`src/rtl/bcd_pkg.sv`:
```
// Shared types and helpers for the sequential BCD-to-binary converter.
package bcd_pkg;

  typedef enum logic [1:0] {
    IDLE = 2'd0,
    CONV = 2'd1,
    DONE = 2'd2
  } bcd_state_t;

  localparam int BCD_NIBBLE = 4;

  // Smallest width w with 2**w >= 10**n, i.e. enough for n nines.
  function automatic int min_bin_w(input int n);
    longint p;
    longint one;
    int w;
    p = 1;
    one = 1;
    w = 0;
    for (int i = 0; i < n; i++) p = p * 10;
    while ((one << w) < p) w++;
    return w;
  endfunction

endpackage

```
`src/rtl/bcd_mac10.sv`:
```
// One decimal step: acc*10 + d, plus a flag for a non-decimal nibble.
module bcd_mac10 #(
  parameter int BIN_W = 14
) (
  input  logic [BIN_W-1:0] acc,
  input  logic [3:0]       d,
  output logic [BIN_W-1:0] acc_next,
  output logic             digit_bad
);

  // Modular arithmetic: working in BIN_W bits equals truncating a wider sum.
  assign acc_next  = (acc << 3) + (acc << 1) + BIN_W'(d);
  assign digit_bad = (d > 4'd9);

endmodule

```
`src/rtl/bcd_to_binary_seq.sv`:
```
// Sequential BCD-to-binary converter, one digit per clock, MSD first,
// with valid/ready on both sides and an error flag for bad nibbles.
module bcd_to_binary_seq #(
  parameter int DIGITS = 4,
  parameter int BIN_W  = 14
) (
  input  logic                  clk,
  input  logic                  rst,
  input  logic                  in_valid,
  output logic                  in_ready,
  input  logic [4*DIGITS-1:0]   bcd_in,
  output logic                  out_valid,
  input  logic                  out_ready,
  output logic [BIN_W-1:0]      bin_out,
  output logic                  err,
  output logic                  busy
);
  import bcd_pkg::*;

  localparam int W  = BCD_NIBBLE * DIGITS;
  localparam int CW = $clog2(DIGITS + 1);

  if (BIN_W < min_bin_w(DIGITS)) begin : g_bad_w
    $error("BIN_W too small for DIGITS");
  end

  bcd_state_t     state;
  logic [W-1:0]   sr;
  logic [BIN_W-1:0] acc;
  logic [CW-1:0]  cnt;
  logic           err_acc;

  logic [3:0]       d;
  logic [BIN_W-1:0] acc_next;
  logic             bad;
  logic             err_fin;
  logic             last;

  assign d       = sr[W-1 -: BCD_NIBBLE];
  assign err_fin = err_acc | bad;
  assign last    = (cnt == CW'(DIGITS - 1));

  bcd_mac10 #(.BIN_W(BIN_W)) u_mac (
    .acc      (acc),
    .d        (d),
    .acc_next (acc_next),
    .digit_bad(bad)
  );

  assign in_ready = (state == IDLE);
  assign busy     = (state == CONV);

  always_ff @(posedge clk or posedge rst) begin
    if (rst) begin
      state     <= IDLE;
      sr        <= '0;
      acc       <= '0;
      cnt       <= '0;
      err_acc   <= 1'b0;
      bin_out   <= '0;
      err       <= 1'b0;
      out_valid <= 1'b0;
    end else begin
      unique case (state)
        IDLE: begin
          if (in_valid) begin
            sr      <= bcd_in;
            acc     <= '0;
            cnt     <= '0;
            err_acc <= 1'b0;
            state   <= CONV;
          end
        end
        CONV: begin
          acc <= acc_next;
          sr  <= sr << BCD_NIBBLE;
          cnt <= cnt + 1'b1;
          if (bad) err_acc <= 1'b1;
          if (last) begin
            bin_out <= err_fin ? '0 : acc_next;
            err     <= err_fin;
            state   <= DONE;
          end
        end
        DONE: begin
          // Results land on entry; valid follows one edge later.
          if (!out_valid) begin
            out_valid <= 1'b1;
          end else if (out_ready) begin
            out_valid <= 1'b0;
            state     <= IDLE;
          end
        end
        default: state <= IDLE;
      endcase
    end
  end

endmodule
```
`config.mk`:
```
export PLATFORM = sky130hd
export DESIGN_NAME = bcd_to_binary_seq
export DESIGN_NICKNAME = d
export VERILOG_FILES = /design/src/rtl/bcd_pkg.sv /design/src/rtl/bcd_mac10.sv /design/src/rtl/bcd_to_binary_seq.sv
export SDC_FILE = /design/constraint.sdc
export NUM_CORES = 1
export LEC_CHECK = 0
export CAP_MARGIN = 20
export CORE_MARGIN = 2
export CORE_UTILIZATION = 55
export CTS_CLUSTER_SIZE = 40
export DETAILED_ROUTE_END_ITERATION = 10
export HOLD_SLACK_MARGIN = 0.05
export PLACE_DENSITY = 0.8
export SLEW_MARGIN = 40
export SYNTH_ARGS = -nofsm -noshare
export SYNTH_HDL_FRONTEND = slang
export SYNTH_SLANG_ARGS = --single-unit
```
`constraint.sdc`:
```
create_clock -name clk -period 3.1 [get_ports clk]
set_input_delay 0.775 -clock clk [delete_from_list [all_inputs] [get_ports clk]]
set_output_delay 0.775 -clock clk [all_outputs]
set_load 0.01 [all_outputs]
```
== Word level (Yosys, flattened, before mapping) ==
Cells that the tools add are included.
Storage, ports and cells
  word-level logic and storage cells: 44
  input bits: 20
  bits in registers: 51
  output and inout port bits: 18
Operators by class
  equality and inequality tests: 8
  reduce and logical (&&, ||, !) cells: 6
  mux-type cells: 17
  add/subtract/negate cells: 3
  order comparisons: 1
  bitwise operators: 1
Operators by type and width (number)
  case mux 16 bit (2 select lines): 1
  case mux 13 bit (2 select lines): 1
  two-way mux 16 bit: 1
  adder 14 bit: 1
  adder 14 x 4 -> 14 bit: 1
  two-way mux 14 bit: 1
  two-way mux 13 bit: 1
  two-way mux 2 bit: 4
  != test 2 bit, second input constant: 3
  case mux 2 bit (3 select lines): 1
  case mux 3 bit (2 select lines): 1
  > comparator 4 bit, second input constant: 1
  two-way mux 1 bit: 4
  != test 2 x 1 -> 1 bit, second input constant: 2
  AND reduction 2 bit: 2
  AND reduction 4 bit: 1
  adder 3 x 1 -> 3 bit, second input constant: 1
  equality test 3 x 2 -> 1 bit, second input constant: 1
  two-way mux 3 bit: 1
  AND reduction 3 bit: 1
  equality test 2 x 1 -> 1 bit, second input constant: 1
  equality test 2 bit, second input constant: 1
  zero test 2 bit: 1
  case mux 1 bit (2 select lines): 1
  2 further kinds: 2

== Logic depth before layout (Yosys ltp) ==
Gate-level depths: netlist of the first run.
  word-level depth: 3
  gate-level depth with buffers: 9
  depth with buffers taken out: 9

== Cells and area by module ==
A second synthesis of the first run with hierarchy kept.
Second synthesis, totals
  cells, all modules: 280
  area, all modules: 2840.2 µm²
By module, submodules not included
  bcd_to_binary_seq: cells each 203, sequential area each 1301.2 µm², area each 2174.6 µm², times used 1
  bcd_mac10: cells each 77, sequential area each 0.0 µm², area each 665.6 µm², times used 1

== Worst setup path before layout of the first run ==
No wires, ideal clock.
  path type: flip-flop to flip-flop
  from: register sr[15]
  to: register bin_out[12]
  setup slack: 661 ps
  data required time: 2976 ps
  arrival: 2315 ps
  setup time: 124 ps
  stages on the path, launching flop included: 9
  clock period less this slack: 2439 ps
  path buffers: 0
  cells stage by stage: dfrtp_1 -> inv_1 -> fa_1 -> fa_1 -> nand2b_1 -> a21oi_2 -> o211ai_2 -> o2111a_1 -> a211o_1
On the way
  longest elaborated chain between the ends: 3
  elaborated cells on any way between the ends: 4
  classes of those cells: 1 x add/sub; 1 x order compare; 1 x mux; 1 x bitwise
RTL lines
  start, declared: line bcd_to_binary_seq.sv:28  | logic [W-1:0] sr;
  start signal, assigned: line bcd_to_binary_seq.sv:67  | sr <= bcd_in;
  start signal, assigned: line bcd_to_binary_seq.sv:76  | sr <= sr << BCD_NIBBLE;
  parallel branches: the longest is 2 deep, another holds adder 14 x 4 -> 14 bit
  two-way mux 14 bit *: line bcd_to_binary_seq.sv:80  | bin_out <= err_fin ? '0 : acc_next;
  end signal, assigned: line bcd_to_binary_seq.sv:80
  end, declared: line bcd_to_binary_seq.sv:14  | output logic [BIN_W-1:0] bin_out,
Every way passes the cells marked *.
A chain may end at the register's enable or synchronous reset.

== Final worst setup path of the first run ==
Ends and elaborated chain as after synthesis.

==> reports/qor.csv, run 1 <==
metric,value,unit
power.density,1090,nW/µm²
antenna_found_initial,0,
r2r_slack,0.49,ns
fp.coreArea,4750,µm²
outcome,"complete, no violations",
grtUsageMet2,0.368,
fmax,384,MHz
met1_usage,0.341,
ys_types,41,
worst_slew_pin_slew,0.639,ns
fin_crit_sh,0.841,
syn2layout_area_growth,21.1,%
p_seq_frac,0.319,
wl_per_cell,16.1,µm
overflow,0,
num_rows,25,
pwr-share-comb,0.562,
synth_edf_count,0,
vias_per_cell,5.91,
clk_path_buf_depth,2,
syn_area,2750,µm²
grt_usage,0.236,
drcViolationCount,0,
p_switching,1.54,mW
min_from,bin_out[3]$_DFFE_PP0P_,
p_int,2.10,mW
arrival,2.81,ns
drive_above_1_share,0.0822,
setup-tns-final,0,ns
dieArea,5570,µm²
nets,349,
place_congestion,0.901,
drt_pass1_iterations,4,
ys.warnings.count,0,
worst_skew_pair.late_latency,0.30,ns
ys.flop_type,dfrtp_1,
max-slew-margin-rel,0.573,
num_vias,2191,
place_inst,363,
clkPwrFrac,0.119,
rsz0062_at_grt,no,
synth_top_area_frac,0.465,
htreeDepth,2,
place_hpwl,4300,µm
clkSinkCount,51,
final_common_cell,dfrtp_1,
grt_start_max_net_pins,52,
first_global_vias,2173,
ir_drop,0.684,mV
p_leak,1.53,nW
yosysSeqAreaShare,0.465,
finalWorstSetupSlack,0.493,ns
synthCells,263,
mappedNetlistNets,309,
grt-busiest-layer,met2,
ctsResizeCount,0,
cts_hold_buffers,0,
path_class,reg -> reg,
cts_tree,built,
cts_root_buf,clkbuf_8,
clock_skew,0.00448,ns
cap_viol_max_count,0,
fillers,380,
setup_violations,0,
die_h,74.7,µm
start_util,0.578,
r2r_start,sr[15]$_DFFE_PP0P_,
ios,38,
utilization,0.700,
whs_endpoint,bin_out[3]$_DFFE_PP0P_,
path_max_fanout,7,
worstSetupEndpointType,flop,
place_area,3220,µm²
syn_area_per_cell,10.4,µm²
numPortBuffers,37,
final_max_slew_viol_count,0,
cts_buffers,5,
clk_pin_slew_worst_paths,0.09,ns
fin_crit,2.61,ns
wl,5990,µm
ant_nets,0,
mostFrequentLayoutCells,"51 x dfrtp_1, 37 x clkdlybuf4s50_1, 26 x nand2_1",
stdcell_area,3330,µm²
p_sw_frac,0.423,
whs,0.492,ns
start_kind,flop,
cts_setup_buffers,0,
synth_area_leaders,"dfrtp_1 46%, ha_1 11%, a22o_1 6.7%, o21ai_0 4.4%, nand2_1 3.6%",
required,3.30,ns
dp_slack,0.527,ns
synth_largest_area_cell,dfrtp_1,
rr_endpoint,bin_out[12]$_DFFE_PP0P_,
antennaDiodeCount,0,
grt_pass1_wl,10100,µm
ff2ff_path_depth,8,
met3_usage,0.0415,
hold_class,reg -> reg,
ys_seq_elements,51,
whs_path_depth,2,
hold_viol,0,
instances_no_fill,371,
die_w,74.7,µm
drt-initial-drc-count,190,
p_total,3.63,mW
ys_async_sr_fraction,1.00,
==> final cells by class <==
type                            instances  area (µm²)  share of cell area
Clock buffer                            7        96.3              0.0290
Tap cell                               67        83.8              0.0252
Inverter                               17        70.1              0.0211
Timing Repair Buffer                   44         435               0.131
Clock inverter                          1        7.51             0.00226
Sequential cell                        51        1280               0.384
Multi-Input combinational cell        184        1360               0.408
==> state kept, by name, indices dropped and copies added (netlist names) <==
signal	count
sr	16
bin_out	14
acc	13
cnt	3
state	2
err	1
err_acc	1
out_valid	1
==> routing by layer <==
metal / share of wire / vias to the layer above
met5: 0 / -
met4: 0.012 / 0
met3: 0.034 / 8
met2: 0.49 / 52
met1: 0.46 / 1087
li1: - / 1044
==> power by group through the flow <==
stage | combinational, mW | clock (mW) | sequential [mW]
4_1_cts | 2.05 | 0.436 | 1.16
2_1_floorplan | 1.39 | 0 | 1.15
5_1_grt | 2.29 | 0.461 | 1.20
3_5_place_dp | 2.03 | 0 | 1.17
3_3_place_gp | 1.97 | 0 | 1.16
6_report | 2.04 | 0.431 | 1.16
==> worst max-delay path, stage by stage (launching register included) <==
cell and delay [ns]:
dfrtp_1 0.36, inv_1 0.07, fa_1 0.53, fa_1 0.47
nand2b_1 0.20, a21oi_2 0.17, o211ai_2 0.18, o2111a_1 0.27
a211o_1 0.26
==> worst max-delay path by stage <==
stage | start | end | cells past startpoint
after floorplan | sr[15]$_DFFE_PP0P_ | bin_out[12]$_DFFE_PP0P_ | 8
after global placement | sr[15]$_DFFE_PP0P_ | bin_out[12]$_DFFE_PP0P_ | 8
after detailed placement | sr[15]$_DFFE_PP0P_ | bin_out[12]$_DFFE_PP0P_ | 8
after CTS | sr[15]$_DFFE_PP0P_ | bin_out[12]$_DFFE_PP0P_ | 8
after global routing | acc[0]$_DFFE_PP0P_ | acc[12]$_DFFE_PP0P_ | 8
final | sr[15]$_DFFE_PP0P_ | bin_out[12]$_DFFE_PP0P_ | 8
==> logic make-up after synthesis <==
logic type,share of synthesized area
AOI/OAI and AO/OA,0.239
and+or+nand+nor,0.105
DFF,0.465
buffers and inverters,0.0446
adders and majority gates,0.124
xor gates and xnor gates,0.0223
==> Yosys cell counts (2+ instances only) <==
library cell,instances
a21oi_1,13
xnor2_1,6
o211ai_1,3
nor2_1,11
a22o_1,21
clkbuf_1,6
buf_2,3
nor3_1,2
nand2_1,26
nand2b_1,2
nand4_1,2
a22oi_1,11
o2111a_1,2
a211oi_1,2
and4_1,2
nand3_1,2
inv_1,15
a21o_1,3
a211o_1,2
ha_1,24
fa_1,2
nand2_4,2
a32o_1,4
or3_1,2
o21ai_1,2
dfrtp_1,51
and2_1,4
a221o_1,2
o21ai_0,24
(Power assumes the default switching activity.)
==> run 2: changes to the inputs <==
--- a/config.mk
+++ b/config.mk
@@ -7,11 +7,11 @@
 export LEC_CHECK = 0
 export CAP_MARGIN = 20
 export CORE_MARGIN = 2
-export CORE_UTILIZATION = 55
+export CORE_UTILIZATION = 49
 export CTS_CLUSTER_SIZE = 40
 export DETAILED_ROUTE_END_ITERATION = 10
 export HOLD_SLACK_MARGIN = 0.05
-export PLACE_DENSITY = 0.8
+export PLACE_DENSITY = 0.75
 export SLEW_MARGIN = 40
 export SYNTH_ARGS = -nofsm -noshare
 export SYNTH_HDL_FRONTEND = slang
==> constraint.sdc (replaced) <==
create_clock -name clk -period 2.19 [get_ports clk]
set_input_delay 0.5475 -clock clk [delete_from_list [all_inputs] [get_ports clk]]
set_output_delay 0.5475 -clock clk [all_outputs]
set_load 0.01 [all_outputs]
==> run 2 against run 1 <==
The flow now finishes with violations (setup timing). Clock skew is 0.0036 ns higher. Total power increased by 67%. Global-route usage is 1.3 points lower. Utilization decreased by 1.8 points. Clock power rose by 57%. Flip-flop and latch count is the same.
==> reports/qor.csv, run 2 (synthesized netlist as in run 1, its figures left out) <==
metric,value,unit
finalWorstSetupSlack,-0.316,ns
p_leak,1.73,nW
cts_root_buf,clkbuf_8,
cap_viol_max_count,0,
antenna_found_initial,0,
final_max_slew_viol_count,0,
path_class,reg -> reg,
place_area,3410,µm²
cts_tree,built,
wl,6840,µm
required,2.39,ns
largest_register_ffs,16,
antennaDiodeCount,0,
overflow,0,
path_max_fanout,5,
p_sw_frac,0.416,
regMostFlops,sr,
mostFrequentLayoutCells,"51 x dfrtp_1, 36 x clkdlybuf4s50_1, 35 x buf_4",
fmax,399,MHz
grt_start_max_net_pins,52,
vias_per_cell,5.77,
arrival,2.71,ns
power.density,1620,nW/µm²
instances_no_fill,407,
dp_slack,-0.249,ns
ff2ff_path_depth,9,
grt_usage,0.223,
whs,0.494,ns
rsz0062_at_grt,yes,
hold_viol,0,
syn2layout_area_growth,35.9,%
hold_class,reg -> reg,
fin_crit,2.51,ns
fin_crit_sh,1.14,
worst_skew_pair.late_latency,0.31,ns
start_util,0.502,
violations,setup timing,
p_seq_frac,0.271,
die_w,78.9,µm
htreeDepth,2,
final_common_cell,dfrtp_1,
p_int,3.54,mW
first_global_vias,2311,
pwr-share-comb,0.617,
cts_buffers,5,
reg_top3,"sr x16, bin_out x14, acc x13",
ir_drop,0.831,mV
die_h,78.9,µm
clk_path_buf_depth,2,
place_congestion,0.851,
clock_skew,0.00812,ns
ant_nets,0,
wl_per_cell,16.8,µm
nets,380,
setup-tns-final,-3.75,ns
drt_pass1_iterations,4,
dieArea,6220,µm²
p_total,6.06,mW
start_kind,flop,
cts_hold_buffers,0,
setup_violations,15,
num_rows,27,
fp.coreArea,5470,µm²
worstSetupEndpointType,flop,
whs_path_depth,2,
utilization,0.682,
outcome,"complete, but fails checks",
num_vias,2349,
clk_pin_slew_worst_paths,0.10,ns
drt-initial-drc-count,133,
max-slew-margin-rel,0.738,
numPortBuffers,37,
drcViolationCount,0,
place_inst,390,
place_hpwl,4590,µm
stdcell_area,3730,µm²
ios,38,
drive_above_1_share,0.236,
grt_pass1_wl,10900,µm
p_switching,2.52,mW
clkPwrFrac,0.112,
clkSinkCount,51,
worst_slew_pin_slew,0.394,ns
[run 2: repair_timing]
item | 4_1_cts | 5_1_grt
buffers inserted | 4 | 5
setup endpoints to repair | 16 | 17
gates resized for setup | 18 | 10
pin swaps | 19 | 18
[run 2: path summary, 6_finish.rpt]
| path | slack, ns | to | from |
|---|---|---|---|
| setup reg to reg | -0.32 | bin_out[12]$_DFFE_PP0P_ | acc[2]$_DFFE_PP0P_ |
| hold / removal | 0.49 | sr[15]$_DFFE_PP0P_ | sr[15]$_DFFE_PP0P_ |
| hold reg to reg | 0.49 | sr[15]$_DFFE_PP0P_ | sr[15]$_DFFE_PP0P_ |
| max in group asynchronous | 1.35 | acc[3]$_DFFE_PP0P_ | rst |
| min in group asynchronous | 0.58 | cnt[2]$_DFFE_PP0P_ | rst |
| setup / recovery | -0.32 | bin_out[12]$_DFFE_PP0P_ | acc[2]$_DFFE_PP0P_ |
[run 2: final cells by class]
type,count,area (µm²)
Clock buffer,5,68.8
Clock inverter,3,46.3
Fill cell,436,1740
Inverter,17,70.1
Multi-Input combinational cell,184,1500
Sequential cell,51,1280
Tap cell,72,90.1
Timing Repair Buffer,75,683
[run 2: worst max-delay path, cell delays in order (launching register included)]
cell      delay [ns]
dfrtp_1         0.39
inv_2           0.06
fa_1            0.49
buf_4           0.16
fa_2            0.34
nand2b_4        0.17
a21oi_4         0.17
o211ai_4        0.11
o2111a_1        0.25
a211o_1         0.26
[run 2: layer usage]
| metal | GRT usage | part of all wire | up-vias |
|---|---|---|---|
| li1 | - | - | 1107 |
| met1 | 0.297 | 0.43 | 1166 |
| met2 | 0.375 | 0.52 | 65 |
| met3 | 0.0420 | 0.040 | 11 |
| met4 | 0.0655 | 0.012 | 0 |
| met5 | 0 | 0 | - |
[run 2: power groups by stage]
stage	Combinational, mW	Clock [mW]	Sequential, mW
after floorplan	1.99	0	1.63
after global placement	3.17	0	1.62
after detailed placement	3.29	0	1.64
after CTS	3.46	0.696	1.63
after global routing	4.06	0.731	1.68
final	3.74	0.678	1.64
